`config.mk`:
```
export PLATFORM = sky130hd
export DESIGN_NAME = generic_serial_subtractor_flat
export DESIGN_NICKNAME = d
export VERILOG_FILES = /design/src/rtl/generic_serial_subtractor_if.sv /design/src/rtl/generic_serial_subtractor.sv /design/src/flat_wrapper.sv
export SDC_FILE = /design/constraint.sdc
export NUM_CORES = 1
export LEC_CHECK = 0
export ABC_CLOCK_PERIOD_IN_PS = 3800
export BUFFER_PORTS_ARGS = -buffer_cell sky130_fd_sc_hd__buf_2
export CORE_ASPECT_RATIO = 1.75
export CORE_MARGIN = 3
export CORE_UTILIZATION = 48
export CTS_CLUSTER_SIZE = 24
export DETAILED_ROUTE_END_ITERATION = 7
export GPL_ROUTABILITY_DRIVEN = 0
export GPL_TIMING_DRIVEN = 0
export PLACE_DENSITY = 0.7
export SYNTH_ARGS = -nofsm -noshare
export SYNTH_HDL_FRONTEND = slang
export SYNTH_SLANG_ARGS = --single-unit
export TNS_END_PERCENT = 100
```
`constraint.sdc`:
```
create_clock -name clk -period 3.8 [get_ports clk]
set_clock_uncertainty 0.15 [all_clocks]
set_input_delay 0.76 -clock clk [delete_from_list [all_inputs] [get_ports clk]]
set_output_delay 0.76 -clock clk [all_outputs]
set_load 0.05 [all_outputs]
```
`src/rtl/generic_serial_subtractor_if.sv`:
```
// Purpose : operand/result bundle for the bit-serial subtractor (start, s_in, a_in in; busy, done, d_out, borrow out).
// Latency : n/a (wiring only).
// Backpressure: none carried here; the requester watches busy, and start is ignored while busy is high.
interface generic_serial_subtractor_if #(
    parameter int N = 4
);
    logic         start;   // request, honoured only while busy is low
    logic [N:0]   s_in;    // minuend (adder sum)
    logic [N-1:0] a_in;    // subtrahend, zero-extended inside the core
    logic         busy;    // high while bits are being processed
    logic         done;    // one-cycle result strobe
    logic [N:0]   d_out;   // (s_in - a_in) mod 2^(N+1)
    logic         borrow;  // s_in < a_in

    modport master (
        output start, s_in, a_in,
        input  busy, done, d_out, borrow
    );

    modport slave (
        input  start, s_in, a_in,
        output busy, done, d_out, borrow
    );
endinterface

```
`src/rtl/generic_serial_subtractor.sv`:
```
// Purpose : recovers d = s - a one bit per clock (LSB first) with a single full-subtractor cell.
// Latency : start accepted at edge k -> done pulses in the cycle after edge k+N+2; one result per N+2 cycles.
// Backpressure: start is ignored while busy (operand shift registers untouched); a start in the DONE cycle chains back-to-back.
// Ports   : clk, rst_n (async, active-low); bus.slave carries start/s_in/a_in in and busy/done/d_out/borrow out.
module generic_serial_subtractor #(
    parameter int N = 4
) (
    input  logic                          clk,
    input  logic                          rst_n,
    generic_serial_subtractor_if.slave    bus
);
    localparam int CW = $clog2(N + 1);

    typedef enum logic [1:0] {
        S_IDLE,
        S_SUB,
        S_DONE
    } state_t;

    state_t       state;
    logic [N:0]   s_sr;
    logic [N:0]   a_sr;
    logic [N:0]   d_sr;
    logic         bw;
    logic [CW-1:0] cnt;

    logic         busy_q;
    logic         done_q;
    logic [N:0]   d_q;
    logic         borrow_q;

    logic         accept;
    logic         diff_bit;
    logic         bw_next;

    // A request is taken in IDLE, and also in DONE so results can stream back-to-back.
    assign accept   = bus.start && ((state == S_IDLE) || (state == S_DONE));

    // Full-subtractor cell on the current LSB of the operand shift registers.
    assign diff_bit = s_sr[0] ^ a_sr[0] ^ bw;
    assign bw_next  = (~s_sr[0] & a_sr[0]) | (~(s_sr[0] ^ a_sr[0]) & bw);

    always_ff @(posedge clk or negedge rst_n) begin
        if (!rst_n) begin
            state    <= S_IDLE;
            s_sr     <= '0;
            a_sr     <= '0;
            d_sr     <= '0;
            bw       <= 1'b0;
            cnt      <= '0;
            busy_q   <= 1'b0;
            done_q   <= 1'b0;
            d_q      <= '0;
            borrow_q <= 1'b0;
        end else begin
            done_q <= 1'b0;
            case (state)
                S_IDLE: begin
                    if (accept) begin
                        s_sr   <= bus.s_in;
                        a_sr   <= {1'b0, bus.a_in};
                        d_sr   <= '0;
                        bw     <= 1'b0;
                        cnt    <= '0;
                        busy_q <= 1'b1;
                        state  <= S_SUB;
                    end
                end
                S_SUB: begin
                    s_sr <= s_sr >> 1;
                    a_sr <= a_sr >> 1;
                    // Difference enters at the MSB so bit 0 lands at d_sr[0] after N+1 shifts.
                    d_sr <= {diff_bit, d_sr[N:1]};
                    bw   <= bw_next;
                    cnt  <= cnt + 1'b1;
                    if (cnt == CW'(N)) begin
                        busy_q <= 1'b0;
                        state  <= S_DONE;
                    end
                end
                S_DONE: begin
                    // Results publish here only; they stay put through any following operation.
                    done_q   <= 1'b1;
                    d_q      <= d_sr;
                    borrow_q <= bw;
                    if (accept) begin
                        s_sr   <= bus.s_in;
                        a_sr   <= {1'b0, bus.a_in};
                        d_sr   <= '0;
                        bw     <= 1'b0;
                        cnt    <= '0;
                        busy_q <= 1'b1;
                        state  <= S_SUB;
                    end else begin
                        state  <= S_IDLE;
                    end
                end
                default: begin
                    busy_q <= 1'b0;
                    state  <= S_IDLE;
                end
            endcase
        end
    end

    assign bus.busy   = busy_q;
    assign bus.done   = done_q;
    assign bus.d_out  = d_q;
    assign bus.borrow = borrow_q;
endmodule

```
`src/flat_wrapper.sv`:
```
// flat-port wrapper written by rule: the top's interface ports become plain ports
module generic_serial_subtractor_flat 
#(
    parameter int N = 4
)
  (clk, rst_n, bus_start, bus_s_in, bus_a_in, bus_busy, bus_done, bus_d_out, bus_borrow);
  generic_serial_subtractor_if #(.N(N)) bus_i ();
  input  logic clk;
  input  logic rst_n;
  input wire logic [$bits(bus_i.start)-1:0] bus_start;
  input wire logic [$bits(bus_i.s_in)-1:0] bus_s_in;
  input wire logic [$bits(bus_i.a_in)-1:0] bus_a_in;
  output wire logic [$bits(bus_i.busy)-1:0] bus_busy;
  output wire logic [$bits(bus_i.done)-1:0] bus_done;
  output wire logic [$bits(bus_i.d_out)-1:0] bus_d_out;
  output wire logic [$bits(bus_i.borrow)-1:0] bus_borrow;
  assign bus_i.start = bus_start;
  assign bus_i.s_in = bus_s_in;
  assign bus_i.a_in = bus_a_in;
  assign bus_busy = bus_i.busy;
  assign bus_done = bus_i.done;
  assign bus_d_out = bus_i.d_out;
  assign bus_borrow = bus_i.borrow;
  generic_serial_subtractor #(.N(N)) u_core (.clk(clk), .rst_n(rst_n), .bus(bus_i));
endmodule
```
==> results.cfg <==
[worst_setup_path]
worstReg2RegEnd = u_core.bw
crit_type = reg2out
worstPathMaxFanout = 3
regToRegSetupSlack_ns = 2.25
cp_data_required_time_ns = 2.89
reg2reg_from = u_core.bw
path_buf_inv = 1
slowest_delay_ns = 0.38
crit_start = u_core.bus.busy
cp_cell_sequence = buf_2
end_kind = output pin
cp_slowest_cell = dfrtp_1
cp.arrival_ns = 0.93
reg2regPathDepth = 3
cp-start-kind = register
critPathTopFamily = flip-flops

[routing]
drt_iter0_markers = 14
wirelength_um = 2340
vias = 884
drtAntennaViolNets = 0
drtPass1Iterations = 4
vias_per_cell = 5.78
drcViolationCount = 0
routedWlPerCell_um = 15.3

[clocking]
cts-root-buf = clkbuf_8
max-clock-path-buffers = 2
ctsResizeCount = 0
path_clk_slew_ns = 0.09
clock_latency_ns = 0.27
cts.sinks = 28
htreeDepth = 1
cts_tree = done
cts_made_buffers = 3
post_cts_buffers = 0
ctsHoldBuffers = 0

[sta]
rsz0062_at_grt = false
slew_viol_final = 0
finalSetupTns_ns = 0
setup_viol = 0
hold_viol = 0
slew_headroom = 0.583
fin_crit_sh = 0.484
fin_crit_ns = 1.84
worst_pin_slew_ns = 0.626
clock.fmax_mhz = 544

[floorplan]
start_util = 0.502
fp.dieW_um = 46.3
die-area_um2 = 3540
die_y_um = 76.5
pin_count = 20
fp.coreArea_um2 = 2720
num_rows = 25

[power]
seq_power_share = 0.412
power_switching_w = 0.000460
swShare = 0.381
powerDensity_nw_per_um2 = 780
combPwrFrac = 0.436
p_int_w = 0.000748
pwr-share-clk = 0.152
vdd_drop_max_v = 0.000351
leakagePower_nw = 0.793

[yosys]
synth-seq-cells = 28
synth.avg_cell_area_um2 = 13.3
synth_cells = 103
synth_nets = 118
ys_seq_area_frac = 0.513
netlist_area_um2 = 1370
yosys_warnings = 0
yosys.cell_types.count = 24

[global_routing]
overflow = 0
grt_max_degree = 29
grt_pass1_vias = 951
grt.total_usage = 0.160
grt_pass1_wl_um = 4190
antenna_found_initial = 0

[placement]
dpl_cell_area_um2 = 1490
port_buffers = 19
dpl.hpwl_um = 1740

[final_layout]
layout.nets = 142
utilization = 0.569
post-route-cell-area_um2 = 1550
final_layout_size_suffix_gt1_frac = 0.341
antenna_cells = 0
area_growth_syn_to_layout_pct = 13.5

[run]
drv_cap = 0

[outcome]
status = finished clean

[hold_path]
hp-class = in2async
[layout by cell type (no fill, tap or decap), drive strengths merged]
cell type,instances
and2,1
ha,2
o21ai,2
nor2,2
inv,4
xnor2,1
mux2i,23
a221o,1
nand2b,4
and4b,1
nor4bb,1
clkbuf,5
buf,25
a22o,7
a21oi,1
mux2,13
o2bb2ai,1
fa,1
a32o,1
nand3,2
dfrtp,28
[kinds of logic (layout without fill, tap and decap cells)]
group                    count (synthesis)  in the layout  share of synthesized area
multiplexers                            36             36                      0.276
adder cells (fa/ha/maj)                  3              3                     0.0330
XOR/XNOR                                 1              1                    0.00642
flip-flops                              28             28                      0.513
buffers and inverters                   11             34                     0.0422
AO/OA/AOI/OAI                           13             13                     0.0770
AND/OR/NAND/NOR                         11             11                     0.0522
[worst max path at each step]
stage | endpoint | slack [ns] | cells after the start
after CTS | bus_busy | 1.95 | 1
after global routing | bus_busy | 1.91 | 1
after global placement | u_core.s_sr[1] | 2.05 | 4
after detailed placement | u_core.a_sr[2] | 2.01 | 4
final | bus_busy | 1.96 | 1
after floorplan | u_core.s_sr[0] | 2.27 | 3
[state kept, by name (all words and copies together) (netlist names)]
name / cells
u_core.bus.d_out: 5
u_core.d_sr: 5
u_core.s_sr: 5
u_core.a_sr: 4
u_core.cnt: 3
u_core.state: 2
u_core.bus.borrow: 1
u_core.bus.busy: 1
u_core.bus.done: 1
u_core.bw: 1
[power by group through the flow]
stage	combinational (W)	sequential, W	clock (W)
global placement	0.000511	0.000498	0
floorplan	0.000328	0.000588	0
detailed placement	0.000536	0.000507	0
CTS	0.000536	0.000501	0.000190
finish	0.000526	0.000498	0.000184
global route	0.000587	0.000518	0.000199
[synth_stat cells (all sizes together)]
library cell,count,share of area
ha,2,0.018
a221o,1,0.0073
o2bb2ai,1,0.0064
nand2b,4,0.018
buf,6,0.028
fa,1,0.015
a32o,1,0.0073
xnor2,1,0.0064
and4b,1,0.0073
nand3,2,0.0073
mux2i,23,0.17
clkbuf,1,0.0027
nor2,2,0.0073
inv,4,0.011
mux2,13,0.11
and2,1,0.0046
dfrtp,28,0.51
nor4bb,1,0.0073
a21oi,1,0.0037
o21ai,2,0.0073
a22o,7,0.045
[cell type report]
cell class,instances,area (um2)
flip-flops and latches,28,701
well taps,27,33.8
plain buffers,7,42.5
repair buffers,19,95.1
inverters,4,15.0
fillers,249,1170
clock buffers,4,55.1
multi-input cells,64,607
[per-stage QoR]
step	power [W]	instances	hold WS (ns)	setup WS [ns]
finish	0.00121	153	0.340	1.96
global route	0.00130	153	0.374	1.91
CTS	0.00123	153	0.365	1.95
detailed placement	0.00104	149	0.343	2.01
global placement	0.00101	149	0.333	2.05
floorplan	0.000916	103	0.314	2.27
[routing by layer]
layer,track usage,wire length (um)
met1,0.177,859
met2,0.273,1320
met3,0.0213,92
met4,0.0855,64
met5,0,0
Note: power is estimated with default switching activity, not from simulation.
